[src/rtl/egress_interface_depacketizer_pkg.sv]
// Shared packet-header field layout and address-match helper for the egress depacketizer.
// Field offsets are relative to the first header bit, which sits directly above the payload.
package egress_interface_depacketizer_pkg;

    localparam int DEST_WIDTH = 12;
    localparam int TAG_WIDTH  = 4;
    localparam int DEST_OFS   = 0;
    localparam int TAG_OFS    = DEST_OFS + DEST_WIDTH;

    localparam logic [DEST_WIDTH-1:0] BROADCAST_ADDR = 12'hFFF;

    function automatic logic addr_match(input logic [DEST_WIDTH-1:0] dest,
                                        input logic [DEST_WIDTH-1:0] local_addr);
        return (dest == local_addr) || (dest == BROADCAST_ADDR);
    endfunction

endpackage

[src/rtl/egress_interface_depacketizer_fifo.sv]
// depacketizer_fifo: power-of-two circular buffer with a combinational head read.
// The count is one bit wider than the pointers so full and empty stay distinguishable.
module depacketizer_fifo
    import egress_interface_depacketizer_pkg::*;
#(
    parameter int WIDTH = 132,
    parameter int DEPTH = 4
) (
    input  logic             clk,
    input  logic             rst,
    input  logic             push,
    input  logic [WIDTH-1:0] push_data,
    input  logic             pop,
    output logic [WIDTH-1:0] pop_data,
    output logic             full,
    output logic             empty
);

    localparam int PTR_W = $clog2(DEPTH);
    localparam int CNT_W = PTR_W + 1;

    logic [WIDTH-1:0] mem_q [DEPTH];
    logic [PTR_W-1:0] wr_ptr_q, wr_ptr_d;
    logic [PTR_W-1:0] rd_ptr_q, rd_ptr_d;
    logic [CNT_W-1:0] count_q, count_d;
    logic             do_push;
    logic             do_pop;

    assign full     = (count_q == CNT_W'(DEPTH));
    assign empty    = (count_q == '0);
    assign do_push  = push & ~full;
    assign do_pop   = pop & ~empty;
    assign pop_data = mem_q[rd_ptr_q];

    always_comb begin
        wr_ptr_d = wr_ptr_q;
        rd_ptr_d = rd_ptr_q;
        count_d  = count_q;
        if (do_push) wr_ptr_d = wr_ptr_q + 1'b1;
        if (do_pop)  rd_ptr_d = rd_ptr_q + 1'b1;
        case ({do_push, do_pop})
            2'b10:   count_d = count_q + 1'b1;
            2'b01:   count_d = count_q - 1'b1;
            default: count_d = count_q;
        endcase
    end

    always_ff @(posedge clk) begin
        if (!rst) begin
            wr_ptr_q <= '0;
            rd_ptr_q <= '0;
            count_q  <= '0;
        end else begin
            wr_ptr_q <= wr_ptr_d;
            rd_ptr_q <= rd_ptr_d;
            count_q  <= count_d;
        end
    end

    // Storage needs no reset: entries are only visible while the count covers them.
    always_ff @(posedge clk) begin
        if (do_push) mem_q[wr_ptr_q] <= push_data;
    end

endmodule

[src/rtl/egress_interface_depacketizer.sv]
// Strips the header from addressed packets and buffers payload+tag for the egress consumer.
// Define DEPACKETIZER_DROP_COUNT_EN to build the saturating mismatch drop counter.
module egress_interface_depacketizer
    import egress_interface_depacketizer_pkg::*;
#(
    parameter int C_PACKET_PAYLOAD_WIDTH = 128,
    parameter int C_PACKET_HEADER_WIDTH  = 16,
    parameter int C_PACKET_WIDTH         = C_PACKET_PAYLOAD_WIDTH + C_PACKET_HEADER_WIDTH,
    parameter int C_FIFO_DEPTH           = 4
) (
    input  logic                              clk,
    input  logic                              rst,
    input  logic [11:0]                       local_addr,
    input  logic                              ingress_valid,
    output logic                              ingress_ready,
    input  logic [C_PACKET_WIDTH-1:0]         ingress_data,
    output logic                              egress_valid,
    input  logic                              egress_ready,
    output logic [C_PACKET_PAYLOAD_WIDTH-1:0] egress_data,
    output logic [3:0]                        egress_tag,
    output logic [15:0]                       drop_count
);

    localparam int HDR_LSB  = C_PACKET_WIDTH - C_PACKET_HEADER_WIDTH;
    localparam int DEST_LSB = HDR_LSB + DEST_OFS;
    localparam int TAG_LSB  = HDR_LSB + TAG_OFS;
    localparam int ENTRY_W  = C_PACKET_PAYLOAD_WIDTH + TAG_WIDTH;

    logic [DEST_WIDTH-1:0] pkt_dest;
    logic [TAG_WIDTH-1:0]  pkt_tag;
    logic                  accept;
    logic                  match;
    logic                  fifo_push;
    logic                  fifo_pop;
    logic                  fifo_full;
    logic                  fifo_empty;
    logic [ENTRY_W-1:0]    fifo_head;

    assign pkt_dest  = ingress_data[DEST_LSB +: DEST_WIDTH];
    assign pkt_tag   = ingress_data[TAG_LSB +: TAG_WIDTH];
    assign match     = addr_match(pkt_dest, local_addr);
    assign accept    = ingress_valid & ingress_ready;
    assign fifo_push = accept & match;
    assign fifo_pop  = egress_valid & egress_ready;

    // Ready is a pure function of occupancy, so a pop while full cannot reopen it this cycle.
    assign ingress_ready = ~fifo_full;
    assign egress_valid  = ~fifo_empty;
    assign egress_data   = fifo_empty ? '0 : fifo_head[C_PACKET_PAYLOAD_WIDTH-1:0];
    assign egress_tag    = fifo_empty ? '0 : fifo_head[C_PACKET_PAYLOAD_WIDTH +: TAG_WIDTH];

    depacketizer_fifo #(
        .WIDTH (ENTRY_W),
        .DEPTH (C_FIFO_DEPTH)
    ) u_fifo (
        .clk       (clk),
        .rst       (rst),
        .push      (fifo_push),
        .push_data ({pkt_tag, ingress_data[C_PACKET_PAYLOAD_WIDTH-1:0]}),
        .pop       (fifo_pop),
        .pop_data  (fifo_head),
        .full      (fifo_full),
        .empty     (fifo_empty)
    );

`ifdef DEPACKETIZER_DROP_COUNT_EN
    logic [15:0] drop_count_q, drop_count_d;

    always_comb begin
        drop_count_d = drop_count_q;
        if (accept && !match && (drop_count_q != 16'hFFFF)) drop_count_d = drop_count_q + 16'd1;
    end

    always_ff @(posedge clk) begin
        if (!rst) drop_count_q <= '0;
        else      drop_count_q <= drop_count_d;
    end

    assign drop_count = drop_count_q;
`else
    assign drop_count = '0;
`endif

endmodule
[config.mk]
export PLATFORM = sky130hd
export DESIGN_NAME = egress_interface_depacketizer
export DESIGN_NICKNAME = d
export VERILOG_FILES = /design/src/rtl/egress_interface_depacketizer_pkg.sv /design/src/rtl/egress_interface_depacketizer_fifo.sv /design/src/rtl/egress_interface_depacketizer.sv
export SDC_FILE = /design/constraint.sdc
export NUM_CORES = 1
export LEC_CHECK = 0
export BUFFER_PORTS_ARGS = -buffer_cell sky130_fd_sc_hd__buf_2
export CORE_ASPECT_RATIO = 1.25
export CORE_MARGIN = 5
export CORE_UTILIZATION = 45
export DETAILED_ROUTE_END_ITERATION = 10
export GPL_TIMING_DRIVEN = 0
export PLACE_DENSITY = 0.66
export SKIP_CTS_REPAIR_TIMING = 1
export SLEW_MARGIN = 5
export SYNTH_ARGS = -nofsm -noshare
export SYNTH_HDL_FRONTEND = slang
export SYNTH_SLANG_ARGS = --single-unit
[constraint.sdc]
create_clock -name clk -period 13.3 [get_ports clk]
set_input_delay 0 -clock clk [delete_from_list [all_inputs] [get_ports clk]]
set_output_delay 0 -clock clk [all_outputs]
set_load 0.005 [all_outputs]
==> results.yml <==
finish:
  multi_input_area_um2: 4300
  fin_area_um2: 26200
  nFillCells: 3373
  diodes: 0
  fin_util: 0.578
  final_layout_size_suffix_gt1_frac: 0.373
  seqCellArea_um2: 16000
  nNetsFinal: 1600
  synthToLayoutAreaGrowth_pct: 26.5
clock_network:
  ctsLongestPathBuffers: 3
  clkTransAtPathRegs_ns: 0.06
  htree_levels: 2
  cts_buffers: 52
  clock_latency_ns: 0.57
  cts_sinks: 537
  cts_tree: "built"
  root_buffer: "clkbuf_16"
worst_hold_path:
  hp-start: "ingress_valid"
  hp-class: "in -> reg"
  holdPathEnd: "u_fifo.wr_ptr_q[1]"
  whs_path_depth: 5
logic_synthesis:
  yosysMostFrequentCell: "edfxtp_1"
  avgSynthCellArea_um2: 22.3
  synth_area_leader_cell: "edfxtp_1"
  synth_common_cells: "edfxtp_1, and2_1, mux4_2, clkbuf_1, buf_4"
  syn_inst: 929
  synth_seq_cells: 537
  synthDistinctLibCells: 25
  synth_edf_count: 528
  netlist_top_cells_area: "edfxtp_1, mux4_2, and2_1"
  syn-cell-area_um2: 20700
  synthFlopType: "edfxtp_1"
  synth_seq_area_share: 0.776
  synthArstFlopShare: 0
  netlist.area_leader.share: 0.767
  yosysWarningCount: 0
timing:
  setup_tns_ns: 0
  fmax_mhz: 359
  finalSetupViolations: 0
  rsz0062_at_grt: "no"
  slew_violations: 0
  worst_pin_slew_ns: 0.690
  finalCriticalPeriod_ns: 2.79
  fin_skew_ns: 0.0114
  finalHoldViolCount: 0
  timing.final.crit_share: 0.210
  slew-limit-headroom: 0.540
  fin_ws_ns: 10.51
placement:
  gp_congestion: 0.715
  hpwl_mm: 26.9
  portBuffers: 293
  post-place-ws_ns: 10.65
  postPlaceCellArea_um2: 23200
floorplanning:
  pin_count: 310
  die-area_um2: 50400
  die-width_um: 202
  initial_core_util: 0.457
  floorplan.rows: 87
  core_um2: 45300
  die_y_um: 250
setup_path:
  crit_path_start_kind: "flop"
  cp.arrival_ns: 2.79
  endpoint_kind: "output port"
  r2r-start: "u_fifo.count_q[0]"
  slowest_delay_ns: 0.47
  r2r_slack_ns: 10.70
  r2r_end: "u_fifo.count_q[2]"
  cp_num_buf_inv: 4
  r2r.worst_path.cells: 11
  criticalPathCategory: "reg -> out"
  worstPathMaxFanout: 10
  cp.required_ns: 13.30
  path_delay_family: "buffers and inverters"
  crit_chain: "or3_1, clkbuf_1, buf_2, clkbuf_1, and2_1, buf_2"
  slowest_stage: "clkbuf_1"
grt:
  overflow: 0
  grt_use_met3: 0.0486
  grt_pass1_vias: 11000
  grt_start_max_net_pins: 51
  track_usage: 0.166
  met2_usage: 0.295
  antenna_found_initial: 1
  busiest_layer: "met2"
  grt_pass1_wl_mm: 64.2
  use_met1: 0.200
detailed_routing:
  avgRoutedWirePerCell_um: 20.8
  vias: 10500
  first_iter_violations: 472
  drt_first_pass_iters: 4
  routed_wl_mm: 42.6
  vias_per_cell: 5.10
  ant_nets: 0
  drc: 0
flow_run:
  max-cap-violations: 0
power:
  p_per_area_nw_per_um2: 128
  ir_drop_mv: 0.121
  leakage_nw: 9.18
outcome:
  status: "finished, final reports clean"
## power breakdown
| group | internal, mW | switching [mW] | leakage (nW) |
|---|---|---|---|
| sequential | 1.86 | 0.0000323 | 4.82 |
| combinational | 0.0482 | 0.0341 | 3.57 |
| clock | 0.827 | 0.592 | 0.797 |
## how the worst max path moves through the flow
| stage | from | endpoint | slack, ns | depth (start not counted) |
|---|---|---|---|---|
| 6_report | u_fifo.count_q[0] | egress_data[111] | 10.51 | 6 |
| 4_1_cts | u_fifo.count_q[0] | egress_data[111] | 10.29 | 6 |
| 3_3_place_gp | u_fifo.count_q[0] | u_fifo.mem_q[0][50] | 6.07 | 5 |
| 3_5_place_dp | u_fifo.count_q[0] | u_fifo.count_q[2] | 10.65 | 9 |
| 2_1_floorplan | u_fifo.count_q[0] | u_fifo.mem_q[0][0] | 8.83 | 5 |
| 5_1_grt | u_fifo.count_q[0] | egress_data[116] | 10.20 | 6 |
## cells in the final DEF, fill, tap and decap left out
cell type      count
a21oi_1            4
and2_1           134
and2_4             4
and3_1             1
and4_1             2
buf_12             1
buf_16             8
buf_2            308
buf_4             16
buf_6             10
bufinv_16          5
clkbuf_1          32
clkbuf_16         53
clkinv_1          11
clkinv_2           6
clkinv_4           1
clkinvlp_4         2
conb_1            16
dfxtp_1            9
dlygate4sd3_1    134
edfxtp_1         528
fa_1               1
ha_1               5
inv_1              7
inv_6              3
mux4_2           132
nand2_1            2
nand3_1            3
nand4_1            3
nor2_1             7
nor4_1             3
o21ai_0            3
or3_1              2
or3b_1             1
xnor2_1            1
xor2_1            15
## layer usage
metal / part of all wire / wire [um]
met5: 0 / 0
met4: 0.016 / 702
met3: 0.066 / 2790
met2: 0.53 / 22400
met1: 0.39 / 16700
## kinds of logic (layout without fill, tap and decap cells)
| logic type | Yosys count | in the layout | synth area share |
|---|---|---|---|
| AOI/OAI and AO/OA | 7 | 7 | 0.00169 |
| muxes | 132 | 132 | 0.144 |
| DFF | 537 | 537 | 0.776 |
| buffers and inverters | 68 | 597 | 0.0198 |
| adders and majority gates | 6 | 6 | 0.00399 |
| other | 1 | 16 | 0.000181 |
| and+or+nand+nor | 162 | 162 | 0.0481 |
| xor gates and xnor gates | 16 | 16 | 0.00678 |
## worst reg2reg max path: stages, from the launching register on
cell     delay, ns
dfxtp_1       0.33
or3b_1        0.40
and2_1        0.20
nand4_1       0.13
nand2_1       0.16
inv_1         0.09
ha_1          0.18
inv_1         0.07
fa_1          0.37
xor2_1        0.16
or3_1         0.31
a21oi_1       0.14
## stage by stage
| stage | power [mW] | hold WS (ns) | cells |
|---|---|---|---|
| floorplan | 1.90 | 0.0989 | 944 |
| global placement | 1.94 | 0.211 | 1815 |
| detailed placement | 1.94 | 0.215 | 1824 |
| CTS | 3.36 | -0.411 | 1917 |
| global route | 3.48 | 0.00405 | 2051 |
| finish | 3.36 | 0.000960 | 2051 |
## state kept, by name (all words and copies together), names as in the netlist, named ones only
| register | cells |
|---|---|
| u_fifo.wr_ptr_q | 2 |
| u_fifo.rd_ptr_q | 2 |
| u_fifo.mem_q | 528 |
| u_fifo.count_q | 3 |
## final cells by class
| class | instances | area share |
|---|---|---|
| sequential | 537 | 0.613 |
| multi-input combinational | 339 | 0.164 |
| timing repair buffer | 436 | 0.117 |
| clock buffer | 65 | 0.0524 |
| tap | 578 | 0.0277 |
| buffer | 61 | 0.0146 |
| clock inverter | 28 | 0.0104 |
| inverter | 7 | 0.00100 |
(Power assumes the default switching activity.)
